==> src/rtl/dco_control.sv <==
// DCO: synthesises a 50 % duty generated clock from a signed control code.
// Optional sigma-delta fractional dithering is enabled with `define DCO_DITHER_EN.
module dco_control #(
   parameter int CC_WIDTH     = 9,
   parameter int CNT_WIDTH    = 8,
   parameter int NOMINAL_HALF = 40,
   parameter int GAIN_SHIFT   = 3,
   parameter int HALF_MIN     = 4,
   parameter int HALF_MAX     = 255
) (
   input  logic                 fpga_clk_i,
   input  logic                 reset_ni,
   input  logic                 enable_i,
   input  logic [CC_WIDTH-1:0]  dco_cc_i,
   output logic                 gen_clk_o,
   output logic [CNT_WIDTH-1:0] half_period_o,
   output logic                 cc_update_o,
   output logic                 saturated_o
);

   localparam int RW = CNT_WIDTH + 2;
   localparam logic signed [RW-1:0] NOM_S = RW'(NOMINAL_HALF);
   localparam logic signed [RW-1:0] MIN_S = RW'(HALF_MIN);
   localparam logic signed [RW-1:0] MAX_S = RW'(HALF_MAX);

   typedef enum logic [1:0] {IDLE, HIGH, LOW} state_e;

   state_e               state_q, state_d;
   logic [CNT_WIDTH-1:0] cnt_q, cnt_d;
   logic [CNT_WIDTH-1:0] half_q, half_d;
   logic                 gen_q, gen_d;
   logic                 upd_q, upd_d;
   logic                 sat_q, sat_d;
   logic                 latch;
   logic                 carry;

   logic signed [CC_WIDTH-1:0] cc_s, cc_fl;
   logic signed [RW-1:0]       cc_shr, carry_s, raw;
   logic [CNT_WIDTH-1:0]       half_calc;
   logic                       sat_calc;

   assign cc_s    = dco_cc_i;
   assign cc_fl   = cc_s >>> GAIN_SHIFT;
   assign cc_shr  = RW'(cc_fl);
   assign carry_s = {{(RW-1){1'b0}}, carry};
   assign raw     = NOM_S - cc_shr - carry_s;

   always_comb begin
      sat_calc = (raw < MIN_S) || (raw > MAX_S);
      if (raw < MIN_S)      half_calc = CNT_WIDTH'(HALF_MIN);
      else if (raw > MAX_S) half_calc = CNT_WIDTH'(HALF_MAX);
      else                  half_calc = raw[CNT_WIDTH-1:0];
   end

`ifdef DCO_DITHER_EN
   if (GAIN_SHIFT > 0) begin : g_dither
      logic [GAIN_SHIFT-1:0] acc_q, acc_d;
      logic [GAIN_SHIFT:0]   sum;
      // Low bits of cc are the remainder discarded by the floor shift.
      assign sum   = {1'b0, acc_q} + {1'b0, dco_cc_i[GAIN_SHIFT-1:0]};
      assign carry = sum[GAIN_SHIFT];
      assign acc_d = latch ? sum[GAIN_SHIFT-1:0] : acc_q;
      always_ff @(posedge fpga_clk_i or negedge reset_ni) begin
         if (!reset_ni) acc_q <= '0;
         else           acc_q <= acc_d;
      end
   end else begin : g_no_dither
      assign carry = 1'b0;
   end
`else
   assign carry = 1'b0;
`endif

   always_ff @(posedge fpga_clk_i or negedge reset_ni) begin
      if (!reset_ni) begin
         state_q <= IDLE;
         cnt_q   <= '0;
         half_q  <= CNT_WIDTH'(NOMINAL_HALF);
         gen_q   <= 1'b0;
         upd_q   <= 1'b0;
         sat_q   <= 1'b0;
      end else begin
         state_q <= state_d;
         cnt_q   <= cnt_d;
         half_q  <= half_d;
         gen_q   <= gen_d;
         upd_q   <= upd_d;
         sat_q   <= sat_d;
      end
   end

   always_comb begin
      state_d = state_q;
      latch   = 1'b0;
      case (state_q)
         IDLE: if (enable_i) begin
            latch   = 1'b1;
            state_d = HIGH;
         end
         HIGH: if (cnt_q == '0) state_d = LOW;
         LOW: if (cnt_q == '0) begin
            if (enable_i) begin
               latch   = 1'b1;
               state_d = HIGH;
            end else begin
               state_d = IDLE;
            end
         end
         default: state_d = IDLE;
      endcase
   end

   always_comb begin
      cnt_d  = cnt_q;
      half_d = half_q;
      gen_d  = gen_q;
      sat_d  = sat_q;
      upd_d  = 1'b0;
      if (latch) begin
         half_d = half_calc;
         sat_d  = sat_calc;
         cnt_d  = half_calc - CNT_WIDTH'(1);
         gen_d  = 1'b1;
         upd_d  = 1'b1;
      end else begin
         case (state_q)
            HIGH: if (cnt_q == '0) begin
               gen_d = 1'b0;
               cnt_d = half_q - CNT_WIDTH'(1);
            end else begin
               cnt_d = cnt_q - CNT_WIDTH'(1);
            end
            LOW: if (cnt_q == '0) gen_d = 1'b0;
                 else             cnt_d = cnt_q - CNT_WIDTH'(1);
            default: gen_d = 1'b0;
         endcase
      end
   end

   assign gen_clk_o     = gen_q;
   assign half_period_o = half_q;
   assign cc_update_o   = upd_q;
   assign saturated_o   = sat_q;

endmodule

==> config.mk <==
export PLATFORM = sky130hd
export DESIGN_NAME = dco_control
export DESIGN_NICKNAME = d
export VERILOG_FILES = /design/src/rtl/dco_control.sv
export SDC_FILE = /design/constraint.sdc
export NUM_CORES = 1
export LEC_CHECK = 0
export BUFFER_PORTS_ARGS = -buffer_cell sky130_fd_sc_hd__buf_4
export CAP_MARGIN = 10
export CORE_MARGIN = 3
export CORE_UTILIZATION = 57
export DETAILED_ROUTE_END_ITERATION = 8
export PLACE_DENSITY = 0.8
export SLEW_MARGIN = 20
export SYNTH_ARGS = -nofsm -noshare
export SYNTH_HDL_FRONTEND = slang
export SYNTH_SLANG_ARGS = --single-unit
==> constraint.sdc <==
create_clock -name fpga_clk_i -period 2.45 [get_ports fpga_clk_i]
set_input_delay 0.3675 -clock fpga_clk_i [delete_from_list [all_inputs] [get_ports fpga_clk_i]]
set_output_delay 0.3675 -clock fpga_clk_i [all_outputs]
set_load 0.01 [all_outputs]
==> impl_metrics.yaml, run 1 <==
placement:
  pre_cts_slack_ns: 0.2444
  routabilityCongestion: 0.8506
  place_area_mm2: 0.001730
  port-buffer-count: 18
  dp.cells: 222
  dp_hpwl_mm: 2.661
worst_setup_path:
  cp-start-kind: "register"
  crit_chain: "inv_1 -> ha_1 -> nor3b_2 -> and3_1 -> o21ai_4 -> clkinv_8 -> o32ai_1 -> a21oi_1"
  worstPathRequired_ns: 2.65
  endpoint_kind: "register"
  critPathSlowestCell: "o21ai_4"
  cp_top_family: "compound AO/OA/AOI/OAI gates"
  crit_arrival_ns: 2.43
  cp_max_fo: 19
  critPathBufInv: 2
  worst_path_largest_cell_delay_ns: 0.44
  worstSetupPathType: "reg -> reg"
cells_and_area:
  nNetsFinal: 218
  syn2layout_area_growth_pct: 13.91
  drive_above_1_share_pct: 22.84
  fin_cells: 227
  final_cell_area_mm2: 0.001793
  multi_input_comb_area_um2: 963.4
  regArea_um2: 503.0
  antennaDiodeCount: 0
  fin_util_pct: 70.45
  nFillCells: 205
die:
  ios: 23
  coreArea_mm2: 0.002545
  dieHeight_um: 58.55
  rows: 18
  initial_core_util_pct: 61.85
  fp.dieArea_mm2: 0.003428
  die_width_um: 58.55
synthesis:
  synthArstFlopShare_pct: 100.0
  synth_area_leader_cell: "dfrtp_1"
  syn_avg_cell_area_um2: 8.943
  synth.top_cell.area_share_pct: 28.62
  seq_area_frac_synth_pct: 31.96
  synth_area_leaders: "dfrtp_1 29%, ha_1 6.4%, xnor2_1 4.5%"
  syn_inst: 176
  yosysWarnings: 0
  syn_nets: 196
  synth_area_mm2: 0.001574
  yosysUniqueCellTypes: 58
  ys.flop_type: "dfrtp_1"
  ys_ff_latch: 20
  synth_edf_count: 0
routing:
  firstDrtPassIters: 6
  drcViolationCount: 0
  routed_wl_mm: 3.633
  routed_via_density: 6.137
  drtIter0Drc: 68
  ant_nets: 0
  wl_per_cell_um: 16.00
  vias: 1393
cts:
  cts_buffers: 3
  clk_latency_ns: 0.31
  root_buffer: "clkbuf_4"
  h-tree-depth: 1
  clkSlewWorstSetupHoldPaths_ns: 0.13
  cts_buffer_depth: 2
  cts_tree: "done"
  clock-sinks: 20
timing:
  slew_headroom_pct: 62.05
  finalHoldViolations: 0
  fmax_mhz: 448.3
  slew_viol_final: 0
  fin_crit_sh_pct: 91.05
  rsz0062_at_grt: "no"
  fin_skew_ns: 0.008396
  setup_viol: 0
  finalSetupTns_ns: 0
  final.min_clock_period_ns: 2.231
  worst_slack_ns: 0.2192
  worst_slew_pin_slew_ns: 0.5646
power_and_ir_drop:
  powerDensity_mw_per_mm2: 1218
  p_leak_uw: 0.0007960
  ir_drop_mv: 0.8963
status:
  status: "complete, no violations"
global_route:
  grt_pass1_wl_mm: 6.154
  gr-total-overflow: 0
  grt_use_total_pct: 23.47
  antenna_found_initial: 0
  grt_max_degree: 21
  first_global_vias: 1322
min_path:
  hp-class: "in -> reg"
flow_run:
  maxCapViolCount: 0
-- sequential cells by signal, summed over array words and instances, names as in the netlist --
signal,count
cnt_q,8
state_q,2
gen_clk_o,1
half_period_o,7
saturated_o,1
cc_update_o,1
-- per-layer routing --
layer	vias up	wire [um]	global-route usage, %
met5	-	0	0
met4	0	76	6.954
met3	9	212	3.509
met2	42	1806	39.87
met1	670	1537	30.76
li1	672	-	-
-- synth_stat cells (all sizes together) (2+ instances only) --
cell type  count
a22oi          2
or3            2
nor4           3
or2            3
mux2           2
a211oi         6
a31oi          2
nand3          6
clkbuf         2
or4            2
nor2b          3
ha             8
xnor2          8
nand2         16
buf            4
and2           2
o31ai          2
dfrtp         18
nor3           3
dfstp          2
and3           2
xor2           6
a21o           2
o21ai         14
a21oi         10
nor3b          4
inv           12
nand2b         3
nor2          11
-- path summary, 6_finish.rpt --
kind                                               from                           end  slack, ns  cells after the start
worst max-delay path               cnt_q[1]$_DFFE_PN0P_          cnt_q[4]$_DFFE_PN0P_       0.22                      8
worst min-delay path                        dco_cc_i[8]  half_period_o[5]$_DFFE_PN1P_       0.33                      3
worst max register to register     cnt_q[1]$_DFFE_PN0P_          cnt_q[4]$_DFFE_PN0P_       0.22                      8
worst min register to register  saturated_o$_DFFE_PN0P_       saturated_o$_DFFE_PN0P_       0.50                      1
max in group asynchronous                      reset_ni  half_period_o[3]$_DFFE_PN1P_       1.72                      2
min in group asynchronous                      reset_ni        state_q[0]$_DFFE_PN0P_       0.45                      2
-- cell usage in the layout (no fill, tap or decap), drive strengths merged, types with 2 or more instances in the layout --
cell type	instances
nor2b	3
or4	2
a211oi	6
nand2b	3
a31oi	2
dfrtp	18
clkbuf	3
nand2	16
nor4	3
xnor2	8
nor3	3
nand3	6
o31ai	2
mux2	2
nor3b	4
a21o	2
buf	22
o21ai	14
inv	12
or2	3
a22oi	2
ha	8
xor2	6
a21oi	10
dfstp	2
or3	2
and3	2
and2	2
nor2	11
-- through the flow --
stage	power [uW]	hold WS (ns)
CTS	2179	0.3339
finish	2185	0.3273
detailed placement	1884	0.2644
floorplan	1540	0.07191
global placement	1835	0.2586
global route	2360	0.3267
-- report_power, final --
group / total, uW / internal, uW / switching [uW] / leakage [uW]
combinational: 1210 / 557 / 658 / 0.000526
sequential: 692 / 493 / 199 / 0.000242
clock: 278 / 165 / 113 / 0.0000279
-- worst reg2reg max path, stage by stage, from the launching register on --
cell and delay (ns):
dfrtp_1 0.40, inv_1 0.07, ha_1 0.19, nor3b_2 0.20, and3_1 0.23, o21ai_4 0.44
clkinv_8 0.19, o32ai_1 0.34, a21oi_1 0.06
-- repair_timing --
item / in CTS / in global routing
resized for setup: 0 / 0
buffers inserted: 0 / 0
hold buffers: 1 / 0
hold endpoints to repair: 18 / 0
setup endpoints to repair: 0 / 0
-- layout make-up --
type,instances,share of cell area [%]
Sequential cell,20,28.05
Timing Repair Buffer,23,9.770
Inverter,13,3.419
Clock inverter,1,1.675
Clock buffer,3,1.256
Tap cell,30,2.094
Multi-Input combinational cell,137,53.73
-- kinds of logic (layout without fill, tap and decap cells) --
logic type | after synthesis | count (layout) | synth area share, %
flip-flops | 20 | 20 | 31.96
AND/OR/NAND/NOR | 62 | 62 | 22.34
buffers and inverters | 19 | 40 | 6.836
adder cells (fa/ha/maj) | 8 | 8 | 6.360
AO/OA/AOI/OAI | 50 | 50 | 23.05
multiplexers | 2 | 2 | 1.431
XOR/XNOR | 14 | 14 | 7.790
other | 1 | 1 | 0.2382
(Power assumes the default switching activity.)
==> run 2: changes to the inputs <==
--- a/config.mk
+++ b/config.mk
@@ -8,9 +8,9 @@
 export BUFFER_PORTS_ARGS = -buffer_cell sky130_fd_sc_hd__buf_4
 export CAP_MARGIN = 10
 export CORE_MARGIN = 3
-export CORE_UTILIZATION = 57
+export CORE_UTILIZATION = 48
 export DETAILED_ROUTE_END_ITERATION = 8
-export PLACE_DENSITY = 0.8
+export PLACE_DENSITY = 0.69
 export SLEW_MARGIN = 20
 export SYNTH_ARGS = -nofsm -noshare
 export SYNTH_HDL_FRONTEND = slang
==> impl_metrics.yaml, run 2 (same netlist as run 1, synthesis figures left out) <==
timing:
  worst_slew_pin_slew_ns: 0.4906
  final.min_clock_period_ns: 2.153
  slew_headroom_pct: 67.02
  finalHoldViolations: 0
  slew_viol_final: 0
  fin_crit_sh_pct: 87.90
  setup_viol: 0
  fin_skew_ns: 0.006295
  rsz0062_at_grt: "no"
  fmax_mhz: 464.4
  finalSetupTns_ns: 0
die:
  ios: 23
  fp.dieArea_mm2: 0.004002
  dieHeight_um: 63.27
  initial_core_util_pct: 50.73
  die_width_um: 63.27
  coreArea_mm2: 0.003103
  rows: 20
worst_setup_path:
  worst_path_largest_cell_delay_ns: 0.50
  crit_arrival_ns: 2.36
  cp-start-kind: "register"
  cp_top_family: "compound AO/OA/AOI/OAI gates"
  reg2reg_from: "cnt_q[0]$_DFFE_PN0P_"
  endpoint_kind: "register"
  critPathBufInv: 2
  crit_chain: "inv_1 -> ha_1 -> nor3b_2 -> and3_1 -> o21ai_4 -> clkinv_8 -> o32ai_1 -> a21oi_1"
  critPathSlowestCell: "dfrtp_1"
  startpoint: "cnt_q[0]$_DFFE_PN0P_"
  worstPathRequired_ns: 2.66
  worstSetupPathType: "reg -> reg"
  cp_max_fo: 19
routing:
  drtIter0Drc: 59
  ant_nets: 0
  wl_per_cell_um: 14.92
  drcViolationCount: 0
  routed_via_density: 5.540
  routed_wl_mm: 3.566
  vias: 1324
  firstDrtPassIters: 4
cts:
  cts_buffer_depth: 2
  cts_tree: "done"
  clk_latency_ns: 0.32
  cts_buffers: 3
  root_buffer: "clkbuf_4"
  clkSlewWorstSetupHoldPaths_ns: 0.12
  h-tree-depth: 1
  clock-sinks: 20
global_route:
  antenna_found_initial: 0
  gr-total-overflow: 0
  grt_use_total_pct: 19.53
  grt_pass1_wl_mm: 6.182
  grt_max_degree: 21
  first_global_vias: 1325
cells_and_area:
  largest_register: "cnt_q"
  antennaDiodeCount: 0
  nNetsFinal: 216
  largest_register_ffs: 8
  fin_cells: 239
  layout_commonest_cell: "buf_4"
  drive_above_1_share_pct: 22.05
  syn2layout_area_growth_pct: 13.04
  nFillCells: 297
  final_cell_mix: "20 x buf_4, 18 x dfrtp_1, 16 x nand2_1"
min_path:
  hp-class: "in -> reg"
  worstHoldStart: "dco_cc_i[8]"
placement:
  routabilityCongestion: 0.8602
  port-buffer-count: 18
  dp.cells: 234
  dp_hpwl_mm: 2.707
power_and_ir_drop:
  ir_drop_mv: 0.6619
  p_leak_uw: 0.0007787
  powerDensity_mw_per_mm2: 1163
flow_run:
  maxCapViolCount: 0
status:
  status: "complete, no violations"
[run 2: changes by cell type in the layout (fill, tap and decap cells not counted), sizes merged]
cell    before  now
bufinv       1    0
clkbuf       3    4
buf         22   20
[run 2: path summary, 6_finish.rpt]
kind                                                     end  slack [ns]  cells after the start
worst max-delay path                    cnt_q[4]$_DFFE_PN0P_        0.30                      8
worst min-delay path            half_period_o[5]$_DFFE_PN1P_        0.32                      3
worst max register to register          cnt_q[4]$_DFFE_PN0P_        0.30                      8
worst min register to register       saturated_o$_DFFE_PN0P_        0.51                      1
max in group asynchronous       half_period_o[5]$_DFFE_PN1P_        1.72                      2
min in group asynchronous             state_q[0]$_DFFE_PN0P_        0.45                      2
[run 2: worst min-delay path, cell delays in order]
cell	delay, ns
buf_4	0.10
xnor2_1	0.11
o21ai_0	0.07
[run 2: power breakdown]
part           leakage (uW)  switching [uW]  internal, uW
Combinational      0.000516             615           546
Clock             0.0000210             113          91.0
Sequential         0.000242             212           493
Total              0.000779             940          1130
[run 2: per-layer routing]
| layer | share of wire, % | up-vias | global-route usage, % |
|---|---|---|---|
| li1 | - | 668 | - |
| met3 | 4.1 | 8 | 4.278 |
| met1 | 45 | 623 | 23.27 |
| met5 | 0 | - | 0 |
| met2 | 48 | 25 | 33.33 |
| met4 | 2.5 | 0 | 9.164 |
[run 2: repair_timing]
action | CTS | global route
resized for setup | 0 | 0
hold buffers | 1 | 0
buffers inserted | 0 | 0
endpoints found under the hold margin | 18 | 0
[run 2: final cells by class]
type	instances	area [um2]	area share [%]
multi-input combinational	137	963.4	54.15
sequential	20	503.0	28.27
timing repair buffer	21	160.2	9.001
inverter	13	61.31	3.446
tap	44	55.05	3.094
clock buffer	4	36.28	2.039
[run 2: stage by stage]
stage,total power [uW],hold WS (ns),area (um2),utilization [%],setup WS [ns]
2_1_floorplan,1540,0.07191,1574,-,0.3637
3_3_place_gp,1837,0.2598,1733,55.85,0.3265
3_5_place_dp,1870,0.2643,1733,55.85,0.2761
4_1_cts,2083,0.3111,1779,57.34,0.2974
5_1_grt,2260,0.3220,1779,57.34,0.1043
6_report,2070,0.3208,1779,57.34,0.2965
